## src/rtl/lbp_image_engine_if.sv

```systemverilog
// -----------------------------------------------------------------------------
// lbp_image_engine_if
// Bundles the frame handshake, the source-BRAM read port and the destination
// write port of lbp_image_engine.
//   start        : one-cycle frame request (to engine)
//   cmd[1:0]     : output mode, sampled with an accepted start (to engine)
//   r_addr       : source-BRAM read address (from engine)
//   r_data       : source-BRAM read data (to engine)
//   o_addr       : destination write address (from engine)
//   data_out     : destination write data (from engine)
//   output_valid : destination write strobe (from engine)
//   busy, done   : frame status (from engine)
// Modports: master = engine side, slave = memory/controller side.
// -----------------------------------------------------------------------------
interface lbp_image_engine_if #(
    parameter int DATA_WIDTH = 12,
    parameter int ADDR_WIDTH = 19
);
    logic                  start;
    logic [1:0]            cmd;
    logic [ADDR_WIDTH-1:0] r_addr;
    logic [DATA_WIDTH-1:0] r_data;
    logic [ADDR_WIDTH-1:0] o_addr;
    logic [DATA_WIDTH-1:0] data_out;
    logic                  output_valid;
    logic                  busy;
    logic                  done;

    modport master (
        input  start, cmd, r_data,
        output r_addr, o_addr, data_out, output_valid, busy, done
    );

    modport slave (
        output start, cmd, r_data,
        input  r_addr, o_addr, data_out, output_valid, busy, done
    );
endinterface

```

## src/rtl/lbp_image_engine.sv

```systemverilog
// -----------------------------------------------------------------------------
// lbp_image_engine
// Scans an IMG_W x IMG_H frame from the source BRAM and writes one LBP-derived
// word per pixel to the processing memory.
//   clk_p : clock, rising edge
//   rst_n : asynchronous active-low reset
//   bus   : lbp_image_engine_if.master (start/cmd/busy/done handshake,
//           r_addr/r_data read port, o_addr/data_out/output_valid write port)
// Build option: define LBP_BORDER_WRITE_EN to also write border pixels
// (value 0); otherwise border pixels are skipped without a write.
// -----------------------------------------------------------------------------
module lbp_image_engine #(
    parameter int DATA_WIDTH = 12,
    parameter int ADDR_WIDTH = 19,
    parameter int IMG_W      = 300,
    parameter int IMG_H      = 400,
    parameter int RD_LAT     = 1
) (
    input  logic               clk_p,
    input  logic               rst_n,
    lbp_image_engine_if.master bus
);
    localparam logic [ADDR_WIDTH-1:0] A_ONE    = ADDR_WIDTH'(1);
    localparam logic [ADDR_WIDTH-1:0] W_A      = ADDR_WIDTH'(IMG_W);
    localparam logic [ADDR_WIDTH-1:0] W_LAST   = ADDR_WIDTH'(IMG_W - 1);
    localparam logic [ADDR_WIDTH-1:0] H_LAST   = ADDR_WIDTH'(IMG_H - 1);
    localparam logic [ADDR_WIDTH-1:0] LIN_LAST = ADDR_WIDTH'(IMG_W * IMG_H - 1);
    localparam logic [1:0]            WAIT_END = 2'(RD_LAT - 1);

    if (DATA_WIDTH < 8) begin : g_bad_dw
        $error("lbp_image_engine: DATA_WIDTH must be >= 8");
    end
    if (IMG_W < 3 || IMG_H < 3) begin : g_bad_dim
        $error("lbp_image_engine: IMG_W and IMG_H must be >= 3");
    end
    if (RD_LAT < 1 || RD_LAT > 4) begin : g_bad_lat
        $error("lbp_image_engine: RD_LAT must be in 1..4");
    end
    if (64'(IMG_W) * 64'(IMG_H) > (64'd1 << ADDR_WIDTH)) begin : g_bad_aw
        $error("lbp_image_engine: IMG_W*IMG_H does not fit in ADDR_WIDTH");
    end

    typedef enum logic [2:0] {
        S_IDLE, S_CLASSIFY, S_ISSUE, S_WAIT, S_PROC, S_WRITE, S_DONE
    } state_t;

    state_t                r_state, w_next;
    logic [1:0]            r_cmd;
    logic [ADDR_WIDTH-1:0] r_x, r_y, r_lin;
    logic [3:0]            r_idx;
    logic [1:0]            r_wcnt;
    logic [7:0]            r_code;
    logic [DATA_WIDTH-1:0] r_gc;
    logic [ADDR_WIDTH-1:0] r_raddr, r_oaddr;
    logic [DATA_WIDTH-1:0] r_dout;

    logic       w_border, w_last_pix, w_wait_end, w_advance;
    logic       w_valid, w_done, w_busy;
    logic [2:0] w_bit;

    // Neighbour address for read slot idx, relative to the centre pixel.
    function automatic logic [ADDR_WIDTH-1:0] nbr_addr(
        input logic [ADDR_WIDTH-1:0] lin, input logic [3:0] idx);
        case (idx)
            4'd1:    return lin - W_A - A_ONE;
            4'd2:    return lin - W_A;
            4'd3:    return lin - W_A + A_ONE;
            4'd4:    return lin - A_ONE;
            4'd5:    return lin + A_ONE;
            4'd6:    return lin + W_A - A_ONE;
            4'd7:    return lin + W_A;
            4'd8:    return lin + W_A + A_ONE;
            default: return lin;
        endcase
    endfunction

    function automatic logic [DATA_WIDTH-1:0] form_result(
        input logic [1:0] cmd, input logic [7:0] code, input logic [DATA_WIDTH-1:0] gc);
        logic [7:0] ncode;
        ncode = ~code;
        case (cmd)
            2'd0:    return DATA_WIDTH'(code);
            2'd1:    return '1;
            2'd2:    return gc;
            default: return DATA_WIDTH'(ncode);
        endcase
    endfunction

    assign w_border   = (r_x == '0) || (r_x == W_LAST) || (r_y == '0) || (r_y == H_LAST);
    assign w_last_pix = (r_lin == LIN_LAST);
    assign w_wait_end = (r_wcnt == WAIT_END);
    assign w_bit      = 3'(r_idx - 4'd1);

`ifdef LBP_BORDER_WRITE_EN
    assign w_advance = (r_state == S_WRITE);
`else
    // Skipped border pixels move on straight from CLASSIFY.
    assign w_advance = (r_state == S_WRITE) || (r_state == S_CLASSIFY && w_border);
`endif

    // State register
    always_ff @(posedge clk_p or negedge rst_n) begin
        if (!rst_n) r_state <= S_IDLE;
        else        r_state <= w_next;
    end

    // Next-state logic
    always_comb begin
        w_next = r_state;
        case (r_state)
            S_IDLE:     if (bus.start) w_next = S_CLASSIFY;
            S_CLASSIFY: begin
                if (!w_border)       w_next = S_ISSUE;
`ifdef LBP_BORDER_WRITE_EN
                else                 w_next = S_WRITE;
`else
                else if (w_last_pix) w_next = S_DONE;
                else                 w_next = S_CLASSIFY;
`endif
            end
            S_ISSUE:    w_next = S_WAIT;
            S_WAIT:     if (w_wait_end) w_next = (r_idx == 4'd8) ? S_PROC : S_ISSUE;
            S_PROC:     w_next = S_WRITE;
            S_WRITE:    w_next = w_last_pix ? S_DONE : S_CLASSIFY;
            S_DONE:     w_next = S_IDLE;
            default:    w_next = S_IDLE;
        endcase
    end

    // Output decode; busy is already low in the DONE cycle
    always_comb begin
        w_valid = 1'b0;
        w_done  = 1'b0;
        w_busy  = 1'b1;
        case (r_state)
            S_IDLE:  w_busy = 1'b0;
            S_WRITE: w_valid = 1'b1;
            S_DONE:  begin w_done = 1'b1; w_busy = 1'b0; end
            default: ;
        endcase
    end

    assign bus.output_valid = w_valid;
    assign bus.done         = w_done;
    assign bus.busy         = w_busy;
    assign bus.r_addr       = r_raddr;
    assign bus.o_addr       = r_oaddr;
    assign bus.data_out     = r_dout;

    // Frame position: x/y/lin advance together, no divide needed
    always_ff @(posedge clk_p or negedge rst_n) begin
        if (!rst_n) begin
            r_x <= '0; r_y <= '0; r_lin <= '0;
        end else if (r_state == S_IDLE && bus.start) begin
            r_x <= '0; r_y <= '0; r_lin <= '0;
        end else if (w_advance) begin
            r_lin <= r_lin + A_ONE;
            if (r_x == W_LAST) begin
                r_x <= '0;
                r_y <= r_y + A_ONE;
            end else begin
                r_x <= r_x + A_ONE;
            end
        end
    end

    // Datapath: r_addr is loaded on entry to ISSUE so it is stable for the
    // ISSUE cycle plus all RD_LAT wait cycles; o_addr/data_out load on entry
    // to WRITE and hold afterwards.
    always_ff @(posedge clk_p or negedge rst_n) begin
        if (!rst_n) begin
            r_cmd <= '0; r_idx <= '0; r_wcnt <= '0; r_code <= '0; r_gc <= '0;
            r_raddr <= '0; r_oaddr <= '0; r_dout <= '0;
        end else begin
            case (r_state)
                S_IDLE: if (bus.start) r_cmd <= bus.cmd;
                S_CLASSIFY: begin
                    if (!w_border) begin
                        r_idx   <= '0;
                        r_code  <= '0;
                        r_raddr <= r_lin;
                    end
`ifdef LBP_BORDER_WRITE_EN
                    else begin
                        r_oaddr <= r_lin;
                        r_dout  <= '0;
                    end
`endif
                end
                S_ISSUE: r_wcnt <= '0;
                S_WAIT: begin
                    if (w_wait_end) begin
                        if (r_idx == 4'd0)             r_gc <= bus.r_data;
                        else if (bus.r_data >= r_gc)   r_code[w_bit] <= 1'b1;
                        if (r_idx != 4'd8) begin
                            r_idx   <= r_idx + 4'd1;
                            r_raddr <= nbr_addr(r_lin, r_idx + 4'd1);
                        end
                    end else begin
                        r_wcnt <= r_wcnt + 2'd1;
                    end
                end
                S_PROC: begin
                    r_oaddr <= r_lin;
                    r_dout  <= form_result(r_cmd, r_code, r_gc);
                end
                default: ;
            endcase
        end
    end
endmodule

```

## src/flat_wrapper.sv

```systemverilog
// flat-port wrapper written by rule: the top's interface ports become plain ports
module lbp_image_engine_flat 
#(
    parameter int DATA_WIDTH = 12,
    parameter int ADDR_WIDTH = 19,
    parameter int IMG_W      = 300,
    parameter int IMG_H      = 400,
    parameter int RD_LAT     = 1
)
  (clk_p, rst_n, bus_start, bus_cmd, bus_r_data, bus_r_addr, bus_o_addr, bus_data_out, bus_output_valid, bus_busy, bus_done);
  lbp_image_engine_if #(.DATA_WIDTH(DATA_WIDTH), .ADDR_WIDTH(ADDR_WIDTH)) bus_i ();
  input  logic clk_p;
  input  logic rst_n;
  input wire logic [$bits(bus_i.start)-1:0] bus_start;
  input wire logic [$bits(bus_i.cmd)-1:0] bus_cmd;
  input wire logic [$bits(bus_i.r_data)-1:0] bus_r_data;
  output wire logic [$bits(bus_i.r_addr)-1:0] bus_r_addr;
  output wire logic [$bits(bus_i.o_addr)-1:0] bus_o_addr;
  output wire logic [$bits(bus_i.data_out)-1:0] bus_data_out;
  output wire logic [$bits(bus_i.output_valid)-1:0] bus_output_valid;
  output wire logic [$bits(bus_i.busy)-1:0] bus_busy;
  output wire logic [$bits(bus_i.done)-1:0] bus_done;
  assign bus_i.start = bus_start;
  assign bus_i.cmd = bus_cmd;
  assign bus_i.r_data = bus_r_data;
  assign bus_r_addr = bus_i.r_addr;
  assign bus_o_addr = bus_i.o_addr;
  assign bus_data_out = bus_i.data_out;
  assign bus_output_valid = bus_i.output_valid;
  assign bus_busy = bus_i.busy;
  assign bus_done = bus_i.done;
  lbp_image_engine #(.DATA_WIDTH(DATA_WIDTH), .ADDR_WIDTH(ADDR_WIDTH), .IMG_W(IMG_W), .IMG_H(IMG_H), .RD_LAT(RD_LAT)) u_core (.clk_p(clk_p), .rst_n(rst_n), .bus(bus_i));
endmodule
```

## config.mk

```make
export PLATFORM = sky130hd
export DESIGN_NAME = lbp_image_engine_flat
export DESIGN_NICKNAME = d
export VERILOG_FILES = /design/src/rtl/lbp_image_engine_if.sv /design/src/rtl/lbp_image_engine.sv /design/src/flat_wrapper.sv
export SDC_FILE = /design/constraint.sdc
export NUM_CORES = 1
export LEC_CHECK = 0
export CAP_MARGIN = 10
export CORE_AREA = 8 8 168 123
export CTS_BUF_LIST = sky130_fd_sc_hd__clkbuf_8
export CTS_CLUSTER_SIZE = 24
export DETAILED_ROUTE_END_ITERATION = 12
export DIE_AREA = 0 0 176 131
export HOLD_SLACK_MARGIN = 0.1
export PLACE_DENSITY_LB_ADDON = 0.2
export SYNTH_ARGS = -nofsm -noshare
export SYNTH_HDL_FRONTEND = slang
export SYNTH_SLANG_ARGS = --single-unit
```

## constraint.sdc

```tcl
create_clock -name clk_p -period 4.25 [get_ports clk_p]
set_input_delay 0.425 -clock clk_p [delete_from_list [all_inputs] [get_ports clk_p]]
set_output_delay 0.425 -clock clk_p [all_outputs]
set_load 0.02 [all_outputs]
```

==> results of run 1 <==
## power by group
group          switching, W  total, W  internal (W)
clock network      0.000600   0.00113      0.000532
logic               0.00233   0.00367       0.00134
registers          0.000294   0.00185       0.00155
## area by class of cell
| class | count | area [um^2] |
|---|---|---|
| Multi-Input combinational cell | 988 | 6588 |
| Antenna cell | 1 | 2.502 |
| Inverter | 48 | 182.7 |
| Timing Repair Buffer | 128 | 1137 |
| Clock buffer | 17 | 234.0 |
| Tap cell | 242 | 302.8 |
| Fill cell | 1539 | 6175 |
| Sequential cell | 138 | 3453 |
| Clock inverter | 14 | 160.2 |
## cells in the final DEF (no fill, tap or decap), types with 22 or more instances in the layout
master / netlist / routed
xnor2_1: 53 / 53
xor2_1: 33 / 33
nand2_1: 94 / 94
ha_1: 27 / 27
nand4_1: 24 / 24
mux2_2: 33 / 33
nand3_1: 35 / 35
mux2i_1: 22 / 22
nor2_1: 147 / 147
dfrtp_1: 138 / 138
a21oi_1: 83 / 83
nor3_1: 37 / 36
o21ai_0: 58 / 57
clkdlybuf4s50_1: 0 / 68
buf_4: 2 / 58
inv_1: 45 / 45
## tightest hold or removal path: cells and delay by family (launching register included)
| family | cells | cell delay, ns |
|---|---|---|
| AOI/OAI and AO/OA | 1 | 0.05 |
| DFF | 1 | 0.35 |
| and+or+nand+nor | 1 | 0.05 |
## state kept, by name (all words and copies together), names as in the netlist
name                 count
u_core.r_gc             12
u_core.bus.data_out     12
u_core.r_x              19
u_core.r_cmd             2
u_core.bus.o_addr       19
u_core.r_code            8
u_core.bus.r_addr       19
u_core.r_lin            19
u_core.r_state           3
u_core.r_wcnt            2
u_core.r_y              19
u_core.r_idx             4
## cells in the mapped netlist (all sizes together), types with 17 or more instances
| library cell | n | area [um^2] |
|---|---|---|
| ha | 27 | 337.8 |
| xor2 | 33 | 289.0 |
| clkbuf | 67 | 251.5 |
| nor2 | 150 | 570.6 |
| xnor2 | 53 | 464.2 |
| o22ai | 17 | 106.4 |
| nand2 | 95 | 359.1 |
| nand3 | 35 | 175.2 |
| nor4 | 20 | 140.1 |
| inv | 46 | 175.2 |
| a21oi | 84 | 424.2 |
| buf | 28 | 147.6 |
| mux2i | 22 | 220.2 |
| o21ai | 67 | 335.3 |
| o31ai | 19 | 142.6 |
| nand4 | 24 | 150.1 |
| mux2 | 33 | 371.6 |
| nor3 | 39 | 205.2 |
| dfrtp | 138 | 3453 |
| a211oi | 17 | 137.6 |
## layer usage
metal / global-route usage (%) / vias to the layer above
met4: 12.92 / 0
met5: 0 / -
li1: - / 4772
met2: 46.91 / 580
met1: 43.15 / 5009
met3: 5.340 / 109
## logic make-up (layout without fill, tap and decap cells)
kind of cell / Yosys count / after routing / share of synthesized area (%)
simple gates: 463 / 463 / 22.38
compound gates: 356 / 356 / 23.56
buf+inv: 143 / 207 / 5.480
flops: 138 / 138 / 32.52
xor+xnor: 86 / 86 / 7.094
mux: 56 / 56 / 5.786
fa+ha+maj: 27 / 27 / 3.182
other cells: 0 / 1 / 0
## repair_timing
| item | CTS | global route |
|---|---|---|
| hold buffers | 1 | 0 |
| hold endpoints to repair | 79 | 0 |
| resized for setup | 0 | 0 |
## worst max-delay path by stage
stage,start,end,slack [ns],cells past startpoint
4_1_cts,u_core.r_idx[1],u_core.bus.r_addr[12],0.35,10
3_3_place_gp,u_core.r_lin[2],u_core.bus.r_addr[12],0.53,11
3_5_place_dp,u_core.r_idx[1],u_core.bus.r_addr[12],0.37,10
5_1_grt,u_core.r_idx[1],u_core.bus.r_addr[12],0.09,10
2_1_floorplan,u_core.r_idx[1],u_core.bus.r_addr[18],1.03,13
6_report,u_core.r_idx[1],u_core.bus.r_addr[12],0.23,10
## metrics by stage
step / setup slack (ns) / util (%) / std cells / hold slack [ns]
after floorplan: 1.029 / - / 1269 / 0.1294
after global placement: 0.5340 / 63.91 / 1543 / 0.4676
after detailed placement: 0.3743 / 63.91 / 1543 / 0.4739
after CTS: 0.3513 / 66.12 / 1575 / 0.4767
after global routing: 0.08702 / 66.12 / 1575 / 0.5166
final: 0.2312 / 66.14 / 1576 / 0.4854
==> metrics.txt, run 1 <==
outcome=completed; Critical Path Max Stage Delay=0.56 ns; area post-placement=0.01165 mm^2; Final ANT Viol Nets=0; Post-Synthesis Cell Area=0.01062 mm^2; DRT iter0 DRCs=approximately 1,500; clk sink count=138; Worst setup EP type=register; DP HPWL=26.13 mm; met3 WL post-DR=3.321 mm; critical path launch point type=register; Tmin final=around 4.0 ns; #FFs+latches synth=138; first-pass GRT wire length=55.84 mm; Final Cycle Share=about 95%; layout cell share with drive strength beyond 1=a little under an eighth; Pre-Repair DR Iteration Count=7; vias=10,470; R2R Path End=u_core.bus.r_addr[12]; setup_tns=0 ns; Detailed Route WL=approximately 35 mm; drt drc=0; Post CTS Setup Buffer Count=0; unrepaired setup endpoints after global routing=false; vias in the first global route=about 10,000; Rows=42; hold crit path type=reg2reg; Hold Fails Final Rpt=0; Global Route Usage Sum=30.91%; r2r startpoint=u_core.r_idx[1]; TritonCTS clock tree=built; Final Setup Violations=0; Post-Layout Inst Area=0.01206 mm^2; initial antenna violation count=0; Leak=4.945 nW; vias per cell=6.643; Buffers on Ports=roughly 70; Worst Path Required=4.59 ns; YS warnings=0; Synth cell types=95; sequential fraction of the synthesis area=32.52%; peak supply drop=0.3257 mV; met1 wire length=15.51 mm; Die H=between 100 and 150 um; number of buffers created by CTS=17; die area=0.02306 mm^2; Fmax=248.8 MHz; # IOs=70; crit path buf inv count=0; clock buffer depth=2; path type of the worst setup path=reg2reg; Initial Utilization=58.23%; Slew Limit Fails=0; Clock Skew=0.02176 ns; Mapped Cells=1,269; Async SR Flop Fraction=100.0%; worst slew pin tran=about 1 ns; main flop type after synthesis=dfrtp_1; crit-path leading delay family=simple AND/OR/NAND/NOR gates; GP Congestion=1.028; HP Start=u_core.bus.r_addr[6]; Core ar.=between 0.015 and 0.02 mm^2; Clock Latency Late Sink=roughly 0.48 ns; Worst Hold Depth=2; Worst-path clk slew=0.08 ns; Mapped Nets=between 1,000 and 1,500; total power per unit cell area=551.1 mW/mm^2; total design power=roughly 0.0066 W; worst slew margin relative to its limit=33.07%; Max Used Layer=met4; worst-path cell chain=ha_1 -> nand2_1 -> a211oi_2 -> nor2_1 -> o2111ai_1 -> nand4b_4 -> or3b_1 -> xnor2_1 -> a221oi_1 -> nor3_1; FF-to-FF path depth=10; Max stage delay cell, worst path=dfrtp_1; DR WL met2=15.25 mm; pin count of the biggest net entering global routing=82; Nets=1,365; grt ovf=0; CTS root buf=clkbuf_8; reg2reg setup slack=0.23 ns; Routed WL per cell=between 20 and 25 um; Post-synth EDFFs=0; H-Tree Level Count=4; worst-case hold path end point=u_core.bus.r_addr[6]; Layout area overhead=13.59%; WP data arrival=4.36 ns; average size of a mapped cell=8.367 um^2; Max Cap Viol=0; Die Width=176 um; CP max FO=16
No activity file was read; power rests on OpenSTA's default activity.
==> inputs of run 2 (changes only) <==
--- a/config.mk
+++ b/config.mk
@@ -12,7 +12,7 @@
 export DETAILED_ROUTE_END_ITERATION = 12
 export DIE_AREA = 0 0 176 131
 export HOLD_SLACK_MARGIN = 0.1
-export PLACE_DENSITY_LB_ADDON = 0.2
+export PLACE_DENSITY = 0.88
 export SYNTH_ARGS = -nofsm -noshare
 export SYNTH_HDL_FRONTEND = slang
 export SYNTH_SLANG_ARGS = --single-unit
==> run 2 against run 1 <==
Final area down 0.89%. Total power down 1.3%. Hold slack improved by 0.0070 ns. Flip-flop and latch count unchanged. Die area unchanged. Sequential power about the same. Setup slack improved by 0.11 ns. Core utilization shrank 0.59 points. Critical path type unchanged.
==> metrics.txt, run 2 (synthesis gave the netlist of run 1 again) <==
vias=10,610; outcome=completed; r2r startpoint=u_core.r_idx[0]; vias per cell=roughly 6.8; die area=0.02306 mm^2; Nets=1,347; multi-input logic area=~0.0066 mm^2; Worst setup EP type=register; Hold Fails Final Rpt=0; number of cells after detailed placement=1,525; H-Tree Level Count=4; peak supply drop=0.3626 mV; setup_tns=0 ns; Max stage delay cell, worst path=dfrtp_1; critical path launch point type=register; Worst Path Required=4.66 ns; Rows=42; Clock Latency Late Sink=0.48 ns; unrepaired setup endpoints after global routing=false; WP data arrival=between 4 and 5 ns; Switching Share=between 40% and 50%; fill count=approximately 1,500; Storage cell area=0.003453 mm^2; hold crit path type=reg2reg; R2R Path End=u_core.bus.r_addr[18]; Final ANT Viol Nets=0; path type of the worst setup path=reg2reg; DP HPWL=25.17 mm; first-pass GRT wire length=54.44 mm; worst-path cell chain=ha_1 -> nand2_1 -> a211oi_2 -> nor2_1 -> o2111ai_1 -> nand4b_4 -> nor3_2 -> or3b_1 -> a211o_1 -> o211ai_2; Core ar.=0.01824 mm^2; Comb pwr share=53.6%; reg2reg setup slack=between 0.3 and 0.4 ns; Int Power=0.003380 W; CTS root buf=clkbuf_8; worst slew margin relative to its limit=31.83%; FF-to-FF path depth=10; Die Width=176 um; crit-path leading delay family=compound AO/OA/AOI/OAI gates; Global Route Usage Sum=between 20% and 30%; Final Cycle Share=91.99%; Slew Limit Fails=0; number of buffers created by CTS=17; # IOs=70; crit path buf inv count=0; clk sink count=138; GP Congestion=1.056; grt ovf=0; initial antenna violation count=0; DRT iter0 DRCs=1,471; Pre-Repair DR Iteration Count=8; Buffers on Ports=69; most frequent cells in the layout=147 x nor2_1, 138 x dfrtp_1, 94 x nand2_1, 83 x a21oi_1, 68 x clkdlybuf4s50_1; Max Cap Viol=0; commonest non-fill, non-tap cell in the layout=nor2_1; drt drc=0; Leak=4.863 nW; Tmin final=approximately 4 ns; Net Switching=0.003178 W; Layout area overhead=12.57%; pin count of the biggest net entering global routing=85; Post CTS Setup Buffer Count=0; Worst Hold Depth=2; clock buffer depth=2; TritonCTS clock tree=built; HP Start=u_core.bus.r_addr[5]; worst slew pin tran=1.016 ns; vias in the first global route=10,230; diodes inserted=0; worst-case hold path end point=u_core.bus.r_addr[5]; Fmax=roughly 260 MHz; CP max FO=16; Initial Utilization=58.23%; Non-Filler Instances=roughly 1,600; Worst-path clk slew=0.09 ns; Final Setup Violations=0; Clock Skew=0.01872 ns; Routed WL per cell=21.68 um; Die H=131 um; final hold slack=roughly 0.5 ns; power share of the sequential group=28.4%; Critical Path Max Stage Delay=slightly above 0.6 ns; Clock power frac=18.0%; layout cell share with drive strength beyond 1=between 10% and 20%; Detailed Route WL=33.77 mm; total power per unit cell area=between 500 and 600 mW/mm^2
-- run 2: cell count changes in the layout (fill, tap and decap cells not counted), sizes merged --
cell	previous run	this run
inv	52	54
clkbuf	17	18
diode	1	0
buf	59	41
clkinv	8	5
clkinvlp	0	1
-- run 2: cell type report --
type,instances,share of cell area [%]
Multi-Input combinational cell,988,55.11
Clock buffer,18,2.073
Timing Repair Buffer,110,8.385
Tap cell,242,2.533
Clock inverter,14,1.476
Inverter,48,1.528
Sequential cell,138,28.89
-- run 2: repair_timing --
| action | CTS | global route |
|---|---|---|
| gates resized for setup | 0 | 0 |
| hold buffers | 1 | 0 |
| hold endpoints to repair | 82 | 0 |
-- run 2: worst max path at each step --
stage / from / end / slack [ns] / cells after the start
floorplan: u_core.r_idx[1] / u_core.bus.r_addr[18] / 1.03 / 13
global placement: u_core.r_idx[0] / u_core.bus.r_addr[12] / 0.58 / 10
detailed placement: u_core.r_idx[0] / u_core.bus.r_addr[12] / 0.48 / 10
CTS: u_core.r_idx[0] / u_core.bus.r_addr[18] / 0.45 / 10
global route: u_core.r_idx[0] / u_core.bus.r_addr[18] / 0.09 / 10
finish: u_core.r_idx[0] / u_core.bus.r_addr[18] / 0.34 / 10
-- run 2: worst min-delay path, delay by kind of cell, from the launching register on --
| family | cells | cell delay (ns) |
|---|---|---|
| flops | 1 | 0.35 |
| compound gates | 1 | 0.05 |
| simple gates | 1 | 0.06 |
-- run 2: through the flow --
step | util (%) | worst slack (ns) | total power [W] | area (um^2)
CTS | 65.55 | 0.4541 | 0.006484 | 11950
global placement | 63.17 | 0.5754 | 0.005178 | 11520
floorplan | - | 1.029 | 0.004226 | 10620
finish | 65.55 | 0.3404 | 0.006559 | 11950
detailed placement | 63.17 | 0.4837 | 0.005281 | 11520
global route | 65.55 | 0.08813 | 0.006965 | 11950
-- run 2: metal layers --
metal  routed length (um)  global-route usage (%)  vias to the layer above  part of all wire (%)
met5                    0                       0                        -                     0
met4                 1382                   15.26                        0                   4.1
met3                 3681                   8.556                      123                    11
met2                14760                   45.10                      656                    44
met1                13940                   38.55                     5092                    41
li1                     -                       -                     4740                     -
-- run 2: power by group through the flow --
| stage | clock, W | combinational (W) | sequential (W) |
|---|---|---|---|
| 2_1_floorplan | 0 | 0.00244 | 0.00179 |
| 3_3_place_gp | 0 | 0.00332 | 0.00186 |
| 3_5_place_dp | 0 | 0.00341 | 0.00187 |
| 4_1_cts | 0.00120 | 0.00343 | 0.00185 |
| 5_1_grt | 0.00125 | 0.00382 | 0.00190 |
| 6_report | 0.00118 | 0.00351 | 0.00186 |
==> inputs of run 3 (changes only) <==
--- a/config.mk
+++ b/config.mk
@@ -12,7 +12,7 @@
 export DETAILED_ROUTE_END_ITERATION = 12
 export DIE_AREA = 0 0 176 131
 export HOLD_SLACK_MARGIN = 0.1
-export PLACE_DENSITY = 0.88
+export PLACE_DENSITY = 0.78
 export SYNTH_ARGS = -nofsm -noshare
 export SYNTH_HDL_FRONTEND = slang
 export SYNTH_SLANG_ARGS = --single-unit
==> constraint.sdc (replaced) <==
create_clock -name clk_p -period 4.85 [get_ports clk_p]
set_input_delay 0.485 -clock clk_p [delete_from_list [all_inputs] [get_ports clk_p]]
set_output_delay 0.485 -clock clk_p [all_outputs]
set_load 0.02 [all_outputs]
==> run 3 against run 2 <==
Via count fell by 1.6%. Sequential share of layout area increased by 0.28 points. Maximum frequency fell by 3.8%. Highest routed layer unchanged. Non-clock buffer count shrank 14. Hold slack got worse by 0.37 ns. Critical endpoint unchanged. Largest power group unchanged. Count of clock-buffer cells in the layout fell by 1.
==> metrics.txt, run 3 (synthesis gave the netlist of run 1 again) <==
DR WL met2=15.24 mm; Final Cycle Share=83.78%; met1 wire length=about 16 mm; drt drc=0; Die H=131 um; Worst Path Required=about 5.2 ns; first-pass GRT wire length=between 50 and 60 mm; Final ANT Viol Nets=0; pin count of the biggest net entering global routing=106; diodes inserted=0; Hold Fails Final Rpt=0; Buffers on Ports=69; R2R Path End=u_core.bus.r_addr[18]; Critical Path Max Stage Delay=0.61 ns; Die Width=roughly 180 um; critical path launch point type=register; Clock Latency Late Sink=0.49 ns; hold crit path type=in2async; DRT iter0 DRCs=1,488; Layout area overhead=11.50%; vias per cell=6.766; setup_tns=0 ns; total power per unit cell area=489.5 mW/mm^2; FF-to-FF path depth=10; layout cell share with drive strength beyond 1=9.754%; initial antenna violation count=1; DP HPWL=25.32 mm; Max Cap Viol=0; vias=10,450; Crit path depth=10; GP Congestion=0.9994; WP data arrival=4.46 ns; Clock Skew=0.03031 ns; most frequent cells in the layout=147 x nor2_1, 138 x dfrtp_1, 94 x nand2_1, 83 x a21oi_1, 68 x clkdlybuf4s50_1; power share of the sequential group=28.3%; CP max FO=16; Switching Share=between 40 and 50%; Worst setup EP type=register; final hold slack=about 0.12 ns; number of cells after detailed placement=1,512; number of buffers created by CTS=17; Tmin final=4.063 ns; Clock power frac=between 10% and 20%; CTS resizes=0; clk sink count=138; Non-Filler Instances=roughly 1,500; clock buffer depth=2; Detailed Route WL=35.23 mm; Comb pwr share=53.6%; unrepaired setup endpoints after global routing=false; Int Power=0.002933 W; Worst-path clk slew=0.10 ns; worst-path cell chain=ha_1 -> nand2_1 -> a211oi_2 -> nor2_1 -> o2111ai_1 -> nand4b_4 -> nor3_2 -> or3b_1 -> a211o_1 -> o211ai_2; grt ovf=0; H-Tree Level Count=4; CTS root buf=clkbuf_8; path type of the worst setup path=reg2reg; Pre-Repair DR Iteration Count=6; Max stage delay cell, worst path=dfrtp_1; peak supply drop=0.2772 mV; Fmax=246.1 MHz; Core ar.=~0.018 mm^2; outcome=completed; crit path buf inv count=0; Max Used Layer=met4; r2r startpoint=u_core.r_idx[0]; Net Switching=0.002862 W; reg2reg setup slack=just under 0.8 ns; Slew Limit Fails=0; hold buffers post-CTS=0; die area=0.02306 mm^2; Post CTS Setup Buffer Count=0; Global Route Usage Sum=30.78%; Final Setup Violations=0; worst slew margin relative to its limit=31.75%; TritonCTS clock tree=built; crit-path leading delay family=compound AO/OA/AOI/OAI gates; Routed WL per cell=between 20 and 25 um; commonest non-fill, non-tap cell in the layout=nor2_1; # IOs=70; Nets=1,333; Initial Utilization=58.23%; Leak=around 4.8 nW; met3 WL post-DR=between 3 and 4 mm; vias in the first global route=9,962; Rows=42; worst slew pin tran=about 1.0 ns
-- run 3: changes by cell type in the layout (fill, tap and decap cells not counted) --
cell / previous run / this run
inv_8: 2 / 4
inv_1: 45 / 46
buf_4: 40 / 27
clkbuf_8: 18 / 17
clkinvlp_4: 1 / 2
dlygate4sd3_1: 1 / 0
clkinv_4: 2 / 1
inv_6: 6 / 4
-- run 3: power by group through the flow --
stage	logic [W]	clock network (W)	registers, W
after global placement	0.00298	0	0.00164
after floorplan	0.00213	0	0.00157
after CTS	0.00303	0.00106	0.00163
after detailed placement	0.00301	0	0.00165
final	0.00311	0.00105	0.00164
after global routing	0.00336	0.00110	0.00167
-- run 3: worst max path at each step --
stage | start | to | slack (ns)
CTS | u_core.r_idx[0] | u_core.bus.r_addr[12] | 0.88
floorplan | u_core.r_idx[1] | u_core.bus.r_addr[18] | 1.63
detailed placement | u_core.r_idx[0] | u_core.bus.r_addr[12] | 0.93
global route | u_core.r_idx[0] | u_core.bus.r_addr[12] | 0.53
global placement | u_core.r_idx[0] | u_core.bus.r_addr[18] | 1.05
finish | u_core.r_idx[0] | u_core.bus.r_addr[18] | 0.79
-- run 3: per-stage QoR --
stage	setup WS [ns]	power [W]	area [um^2]	utilization, %
6_report	0.7867	0.005796	11840	64.92
5_1_grt	0.5314	0.006126	11840	64.92
4_1_cts	0.8823	0.005711	11840	64.92
3_5_place_dp	0.9281	0.004661	11420	62.63
3_3_place_gp	1.053	0.004620	11420	62.63
2_1_floorplan	1.629	0.003703	10620	-
-- run 3: layout make-up --
type	instances	area, um^2
multi-input combinational	988	6588
timing repair buffer	96	894.6
clock buffer	17	234.0
inverter	48	182.7
fill	1571	6396
tap	242	302.8
sequential	138	3453
clock inverter	15	183.9
-- run 3: routing by layer --
metal	GRT usage [%]	vias up
met3	5.914	86
met5	0	-
met2	46.03	572
met1	42.87	5066
met4	13.62	0
li1	-	4722
